<file path="src/rtl/mult_div_sequencer.sv">
// Multi-cycle MULT/DIV sequencer: shift-add multiply and restoring divide into HI/LO.
// Define MD_SIGNED_EN for two's complement operands; otherwise unsigned (multu/divu).
module mult_div_sequencer #(
    parameter int WIDTH = 32
) (
    input  logic             clk,
    input  logic             rst_n,
    input  logic             start,
    input  logic [3:0]       md_op,
    input  logic [WIDTH-1:0] operand_a,
    input  logic [WIDTH-1:0] operand_b,
    output logic             busy,
    output logic             done,
    output logic             div_by_zero,
    output logic [WIDTH-1:0] hi,
    output logic [WIDTH-1:0] lo
);

    localparam int            CW      = $clog2(WIDTH) + 1;
    localparam logic [3:0]    OP_MULT = 4'b1000;
    localparam logic [3:0]    OP_DIV  = 4'b1001;
    localparam logic [CW-1:0] LAST    = CW'(WIDTH - 1);

    typedef enum logic [1:0] {IDLE, MUL, DIV, DONE} state_t;

    state_t               state_q, state_d;
    logic [CW-1:0]        counter_q, counter_d;
    logic [2*WIDTH-1:0]   prod_q, prod_d;
    logic [WIDTH-1:0]     rem_q, rem_d;
    logic [WIDTH-1:0]     quo_q, quo_d;
    logic [WIDTH-1:0]     opnd_q, opnd_d;
    logic [WIDTH-1:0]     hi_q, hi_d;
    logic [WIDTH-1:0]     lo_q, lo_d;
    logic                 dbz_q, dbz_d;

    logic [WIDTH:0]       mulSum;
    logic [2*WIDTH-1:0]   mulNext;
    logic [WIDTH:0]       remShift;
    logic [WIDTH-1:0]     remNext;
    logic [WIDTH-1:0]     quoNext;
    logic [WIDTH-1:0]     magA, magB;
    logic [2*WIDTH-1:0]   mulFinal;
    logic [WIDTH-1:0]     divHi, divLo;

    // One iteration of each algorithm, evaluated from the current registers.
    assign mulSum   = {1'b0, prod_q[2*WIDTH-1:WIDTH]} + {1'b0, (prod_q[0] ? opnd_q : {WIDTH{1'b0}})};
    assign mulNext  = {mulSum, prod_q[WIDTH-1:1]};
    assign remShift = {rem_q, quo_q[WIDTH-1]};

    always_comb begin
        remNext = remShift[WIDTH-1:0];
        quoNext = {quo_q[WIDTH-2:0], 1'b0};
        if (remShift >= {1'b0, opnd_q}) begin
            remNext = remShift[WIDTH-1:0] - opnd_q;
            quoNext = {quo_q[WIDTH-2:0], 1'b1};
        end
    end

`ifdef MD_SIGNED_EN
    logic negRes_q, negRes_d;
    logic negRem_q, negRem_d;

    assign magA     = operand_a[WIDTH-1] ? -operand_a : operand_a;
    assign magB     = operand_b[WIDTH-1] ? -operand_b : operand_b;
    assign mulFinal = negRes_q ? -mulNext : mulNext;
    assign divLo    = negRes_q ? -quoNext : quoNext;
    assign divHi    = negRem_q ? -remNext : remNext;
`else
    assign magA     = operand_a;
    assign magB     = operand_b;
    assign mulFinal = mulNext;
    assign divLo    = quoNext;
    assign divHi    = remNext;
`endif

    always_ff @(posedge clk) begin
        if (!rst_n) begin
            state_q   <= IDLE;
            counter_q <= '0;
            prod_q    <= '0;
            rem_q     <= '0;
            quo_q     <= '0;
            opnd_q    <= '0;
            hi_q      <= '0;
            lo_q      <= '0;
            dbz_q     <= 1'b0;
`ifdef MD_SIGNED_EN
            negRes_q  <= 1'b0;
            negRem_q  <= 1'b0;
`endif
        end else begin
            state_q   <= state_d;
            counter_q <= counter_d;
            prod_q    <= prod_d;
            rem_q     <= rem_d;
            quo_q     <= quo_d;
            opnd_q    <= opnd_d;
            hi_q      <= hi_d;
            lo_q      <= lo_d;
            dbz_q     <= dbz_d;
`ifdef MD_SIGNED_EN
            negRes_q  <= negRes_d;
            negRem_q  <= negRem_d;
`endif
        end
    end

    always_comb begin
        state_d   = state_q;
        counter_d = counter_q;
        prod_d    = prod_q;
        rem_d     = rem_q;
        quo_d     = quo_q;
        opnd_d    = opnd_q;
        hi_d      = hi_q;
        lo_d      = lo_q;
        dbz_d     = 1'b0;
`ifdef MD_SIGNED_EN
        negRes_d  = negRes_q;
        negRem_d  = negRem_q;
`endif
        case (state_q)
            IDLE, DONE: begin
                state_d = IDLE;
                if (start && md_op == OP_MULT) begin
                    state_d   = MUL;
                    counter_d = '0;
                    prod_d    = {{WIDTH{1'b0}}, magB};
                    opnd_d    = magA;
`ifdef MD_SIGNED_EN
                    negRes_d  = operand_a[WIDTH-1] ^ operand_b[WIDTH-1];
`endif
                end else if (start && md_op == OP_DIV) begin
                    if (operand_b == '0) begin
                        // Divide by zero skips iteration and reports straight away.
                        state_d = DONE;
                        dbz_d   = 1'b1;
                        lo_d    = '1;
                        hi_d    = operand_a;
                    end else begin
                        state_d   = DIV;
                        counter_d = '0;
                        rem_d     = '0;
                        quo_d     = magA;
                        opnd_d    = magB;
`ifdef MD_SIGNED_EN
                        negRes_d  = operand_a[WIDTH-1] ^ operand_b[WIDTH-1];
                        negRem_d  = operand_a[WIDTH-1];
`endif
                    end
                end
            end
            MUL: begin
                prod_d    = mulNext;
                counter_d = counter_q + CW'(1);
                if (counter_q == LAST) begin
                    state_d      = DONE;
                    counter_d    = '0;
                    {hi_d, lo_d} = mulFinal;
                end
            end
            DIV: begin
                rem_d     = remNext;
                quo_d     = quoNext;
                counter_d = counter_q + CW'(1);
                if (counter_q == LAST) begin
                    state_d   = DONE;
                    counter_d = '0;
                    hi_d      = divHi;
                    lo_d      = divLo;
                end
            end
            default: state_d = IDLE;
        endcase
    end

    assign busy        = (state_q == MUL) || (state_q == DIV);
    assign done        = (state_q == DONE);
    assign div_by_zero = dbz_q;
    assign hi          = hi_q;
    assign lo          = lo_q;

endmodule

</file>
<file path="config.mk">
export PLATFORM = sky130hd
export DESIGN_NAME = mult_div_sequencer
export DESIGN_NICKNAME = d
export VERILOG_FILES = /design/src/rtl/mult_div_sequencer.sv
export SDC_FILE = /design/constraint.sdc
export NUM_CORES = 1
export LEC_CHECK = 0
export ABC_AREA = 1
export CORE_UTILIZATION = 45
export CTS_CLUSTER_DIAMETER = 200
export DETAILED_ROUTE_END_ITERATION = 8
export GPL_TIMING_DRIVEN = 0
export PLACE_DENSITY = 0.77
export SYNTH_ARGS = -nofsm -noshare
export SYNTH_HDL_FRONTEND = slang
export SYNTH_SLANG_ARGS = --single-unit
</file>
<file path="constraint.sdc">
create_clock -name clk -period 2.43 [get_ports clk]
set_clock_uncertainty 0.15 [all_clocks]
set_input_delay 0.243 -clock clk [delete_from_list [all_inputs] [get_ports clk]]
set_output_delay 0.243 -clock clk [all_outputs]
set_load 0.02 [all_outputs]
</file>
### Yosys cells after proc, flatten, opt, wreduce, memory -nomap -nowiden

Cells that the tools add are included.

* register bits after elaboration: 233
* bits in latches: 0
* RAM bits: 0
* bits in read-only memories: 0
* bits of input ports: 71
* output and inout bits: 67
* logic and storage cells: 88
* memories kept: 0

* $add $sub $neg: 3
* $mul: 0
* divide/modulo/power cells: 0
* $lt $le $gt $ge: 1
* equality and inequality tests: 17
* shift-type cells: 0
* mux-type cells: 39
* bitwise logic cells: 3
* reductions and logical operators: 16

Operators with widths (count)
* 32-bit two-way mux: 21
* 32-bit case mux with 3 select lines: 2
* 32-bit case mux with 2 select lines: 2
* 64-bit case mux with 2 select lines: 1
* 64-bit two-way mux: 1
* 32-bit by 32-bit adder with 33-bit output: 1
* 33-bit by 32-bit greater-or-equal comparator with 1-bit output: 1
* 32-bit zero test: 1
* 32-bit subtractor: 1
* 6-bit two-way mux: 4
* 2-bit inequality test, second input constant: 8
* 6-bit case mux with 2 select lines: 1
* 4-bit == test, second input constant: 2
* 6-bit by 1-bit adder with 6-bit output, second input constant: 1
* 6-bit by 5-bit == test with 1-bit output, second input constant: 1
* 2-bit two-way mux: 3
* 3-bit inequality test, second input constant: 2
* 2-bit nonzero test: 3
* 5-bit AND reduction: 1
* 2-bit == test, second input constant: 2
* 2-bit case mux with 2 select lines: 1
* 2-bit AND reduction: 2
* 4-bit AND reduction: 1
* 2-bit OR reduction: 2
* 9 further kinds: 14

### Longest topological paths before layout

* word-level depth: 5
* gate-level depth with buffers: 21
* depth with buffers taken out: 19

### Least setup slack after synthesis

OpenSTA, ideal clock, no wires.

* path kind: register -> register
* start point: register prod_q[0]
* end point: register hi_q[21], in the netlist hi[21]
* library setup time: 131 ps
* arrival: 2383 ps
* data required time: 2149 ps
* path slack: -234 ps
* stages on the path, launching flop included: 22
* clock period less this slack: 2664 ps
* cells stage by stage: dfxtp_1 clkbuf_1 clkbuf_1 nand2_1 inv_1 ha_1 inv_1 fa_1 inv_1 nand3_1 nand2_1 nand2_1 nand2_1 nand3_1 nand2_1 nand2_1 nand2_1 nand2_1 nand3_1 nand3_1 nand2_1 a21oi_1

* word-level cells in the longest chain between the ends: 4

Ends and longest elaborated chain
* start, declared: RTL line 28 `logic [2*WIDTH-1:0] prod_q, prod_d;`
* start signal, assigned: RTL line 94 `prod_q <= prod_d;`
* 32-bit two-way mux: RTL line 46 `assign mulSum = {1'b0, prod_q[2*WIDTH-1:WIDTH]} + {1'b0, (prod_q[0] ? opnd_q : {WIDTH{1'b0}})};`
* 32-bit by 32-bit adder with 33-bit output: RTL line 46
* 32-bit two-way mux: RTL line 156 `if (counter_q == LAST) begin`
* 32-bit case mux with 3 select lines: RTL line 122 `case (state_q)`
* end signal, assigned: RTL line 98 `hi_q <= hi_d;`
* end, declared: RTL line 32 `logic [WIDTH-1:0] hi_q, hi_d;`

No other way between the ends. The select of a mux whose other input is x is not followed.
A chain may end at the register's enable or synchronous reset.

### Final worst setup path

* start point: register opnd_q[10]
* end point: register hi_q[9], in the netlist hi[9]

* word-level cells in the longest chain between the ends: 4
* elaborated cells on any way between the ends: 7
* classes of those cells: add/sub: 1; order compare: 1; mux: 5

Ends and longest elaborated chain
* start, declared: RTL line 31 `logic [WIDTH-1:0] opnd_q, opnd_d;`
* start signal, assigned: RTL line 97 `opnd_q <= opnd_d;`
* 32-bit two-way mux / 33-bit by 32-bit greater-or-equal comparator with 1-bit output (equally long branches): RTL line 46, 53
* 32-bit by 32-bit adder with 33-bit output / 32-bit two-way mux (equally long branches): RTL line 46, 53
* 32-bit two-way mux, on equally long branches: RTL line 156, 166
* 32-bit case mux with 3 select lines (*): RTL line 122

Mark *: on every way between the ends. The rest lies on a longest branch, timed or not. The select of a mux whose other input is x is not followed.

==> out/qor.yml <==
outcome: "complete, but fails checks"
cp-end-kind: "flop"
finalSetupViolations: 76
initial_utilization: 0.462
clock-root-buffer: "clkbuf_16"
post_drt_wl_per_cell_um: 21.1
netlist_area_um2: 15200
synth-seq-cells: 233
rsz0062_at_grt: "yes"
fin_cells: 3120
worst_slew_pin_slew_ps: 980
first_pass_iters: 6
nets: 2799
synth_area_per_cell_um2: 6.33
place_area_um2: 17100
grt_pass1_vias: 17200
grt_pass1_wl_um: 95900
critical_path_class: "flop to flop"
final_common_cell: "nand2_1"
cp_max_fo: 8
slew_violations: 0
finalCritPeriodShare: 1.11
violations: "negative setup slack"
whs_ps: 206
core-area_um2: 32900
hold_path.class: "primary input to flop"
io-pin-count: 138
clock_sinks: 233
numCtsBuffers: 26
peakVddDrop_mv: 0.858
postSynthCellCount: 2398
r2r_cells: 17
ys_seq_area_frac: 0.307
die_area_um2: 34500
die_w_um: 186
io_buffers: 136
maxSlewHeadroom: 0.346
yosys-top-cells-area: "dfxtp_1 31%, nand2_1 18%, o21ai_0 7.9%, inv_1 7.1%, ha_1 5.6%"
fin_total_pwr_w: 0.0244
antennaDiodeCount: 0
hpwl_um: 47900
synth_area_leader_cell: "dfxtp_1"
drc: 0
clk-insertion-delay-late_ps: 550
final_cell_mix: "571 x nand2_1, 246 x inv_1, 223 x o21ai_0"
min_from: "operand_a[6]"
place_congestion: 1.01
hold_violations: 0
syn_nets: 2539
fp-row-count: 66
post-route-min-period_ps: 2690
worstPathRequired_ps: 2720
antenna_found_initial: 0
placed_cells: 2976
global_route.usage.total: 0.365
r2r-end: "hi[9]"
whs_path_depth: 3
fmax_ghz: 0.372
yosys_warnings: 0
synth_cell_type_count: 43
clockBufferDepth: 3
clk_pin_slew_ps: 70
wl_um: 65900
holdPathEnd: "opnd_q[6]"
synth_top_area_frac: 0.307
cts.htree.levels: 1
r2r_start: "opnd_q[10]"
via_per_inst: 5.83
synthToLayoutAreaGrowth_pct: 43.6
overflow: 0
finalInstanceArea_um2: 21800
cts_tree: "yes"
dr_total_vias: 18200
die_h_um: 186
postRouteAntennaNets: 0
p_per_area_nw_per_um2: 1120
setup_slack_ps: -260
dr.first_iter.drc_count: 1806
leakagePower_nw: 9.57
grt_max_degree: 14
cp_data_arrival_time_ps: 2980
drv_cap: 0
worst_setup_path_start_kind: "flop"
drive_gt1_frac: 0.288
reg2reg_slack_ps: -260
==> layer usage <==
| layer | GRT usage | vias up | part of all wire |
|---|---|---|---|
| met2 | 0.610 | 971 | 0.46 |
| met3 | 0.0481 | 220 | 0.094 |
| met1 | 0.466 | 8567 | 0.39 |
| met5 | 0 | - | 0 |
| li1 | - | 8421 | - |
| met4 | 0.164 | 0 | 0.055 |
==> report_power, final <==
part / switching [W] / internal [W]
logic: 0.00955 / 0.00600
registers: 0.000418 / 0.00433
clock network: 0.00171 / 0.00240
total: 0.0117 / 0.0127
==> per-stage QoR <==
stage	setup slack [ps]	utilization	TNS (ps)
floorplan	0.602	-	0
global placement	-984	0.521	-149810
detailed placement	-1010	0.521	-161470
CTS	-265	0.619	-8270
global route	-329	0.663	-13440
finish	-260	0.663	-9500
==> area by class of cell <==
cell class                 instances  area (um^2)
clock inverter                    12          128
tap                              442          553
clock buffer                      36          759
sequential                       233         4780
multi-input combinational       1760        11500
timing repair buffer             233         2280
buffer                           114          661
inverter                         290         1100
fill                            2829        11100
==> how the worst max path moves through the flow <==
stage	from	end	cells after the start
final	opnd_q[10]	hi[9]	17
after global routing	rem_q[18]	hi[28]	13
after CTS	prod_q[0]	hi[21]	21
after detailed placement	operand_b[27]	lo[8]	10
after global placement	operand_b[27]	lo[29]	10
after floorplan	prod_q[0]	hi[21]	21
==> sequential cells by signal, summed over array words and instances, names as in the netlist <==
name and count:
hi 32, rem_q 32, opnd_q 32, div_by_zero 1, lo 32, state_q 2, counter_q 6, prod_q 64
quo_q 32
==> Yosys cell counts <==
| master | instances |
|---|---|
| a211oi_1 | 1 |
| or2_2 | 34 |
| buf_12 | 2 |
| nand3_1 | 130 |
| buf_1 | 6 |
| o21ai_0 | 240 |
| o21ai_1 | 4 |
| a21oi_2 | 11 |
| nand3b_1 | 14 |
| nor2_1 | 127 |
| buf_6 | 2 |
| o211ai_1 | 2 |
| o21bai_1 | 4 |
| nand2_2 | 8 |
| nor2_4 | 2 |
| ha_1 | 68 |
| buf_2 | 16 |
| inv_1 | 286 |
| nand4_1 | 30 |
| and2_1 | 2 |
| buf_4 | 3 |
| nand3b_4 | 10 |
| nor3_1 | 8 |
| xnor2_1 | 13 |
| a21oi_1 | 150 |
| nand2_1 | 739 |
| a31oi_1 | 128 |
| nand3_2 | 2 |
| inv_2 | 3 |
| a21o_1 | 6 |
| nor4_2 | 1 |
| dfxtp_1 | 233 |
| nor4_4 | 1 |
| fa_1 | 2 |
| clkinv_1 | 1 |
| nor3_2 | 2 |
| o21a_1 | 2 |
| a221oi_1 | 1 |
| a22oi_1 | 1 |
| clkbuf_1 | 87 |
| xor2_1 | 3 |
| nor2_2 | 10 |
| nor4_1 | 3 |
==> cells by family (layout without fill, tap and decap cells) <==
family | after synthesis | count (layout) | share of synthesized area
AO/OA/AOI/OAI | 550 | 550 | 0.197
XOR/XNOR | 16 | 16 | 0.00923
adder cells (fa/ha/maj) | 70 | 70 | 0.0587
buffers and inverters | 406 | 685 | 0.106
flip-flops | 233 | 233 | 0.307
AND/OR/NAND/NOR | 1123 | 1124 | 0.322
==> worst max-delay path, stage by stage (launching register included) <==
cell and delay (ps):
dfxtp_4 390, inv_1 90, ha_4 300, nand2_2 90, nor2_4 100, nand2_1 70, nor2_2 150, nand2_2 120
nor2_4 110, nor2_4 60, buf_12 140, nand2_8 130, buf_8 160, nand2_4 50, nand3_2 100, nand3_2 140
nand2_2 150, a21oi_2 50
==> repair_timing <==
action / 4_1_cts / 5_1_grt
hold endpoints to repair: 4 / 0
hold buffers: 1 / 0
buffers inserted: 54 / 37
setup endpoints to repair: 208 / 181
gates resized for setup: 454 / 322
pin swaps: 61 / 118
gates cloned: 2 / 4
Note: power is estimated with default switching activity, not from simulation.
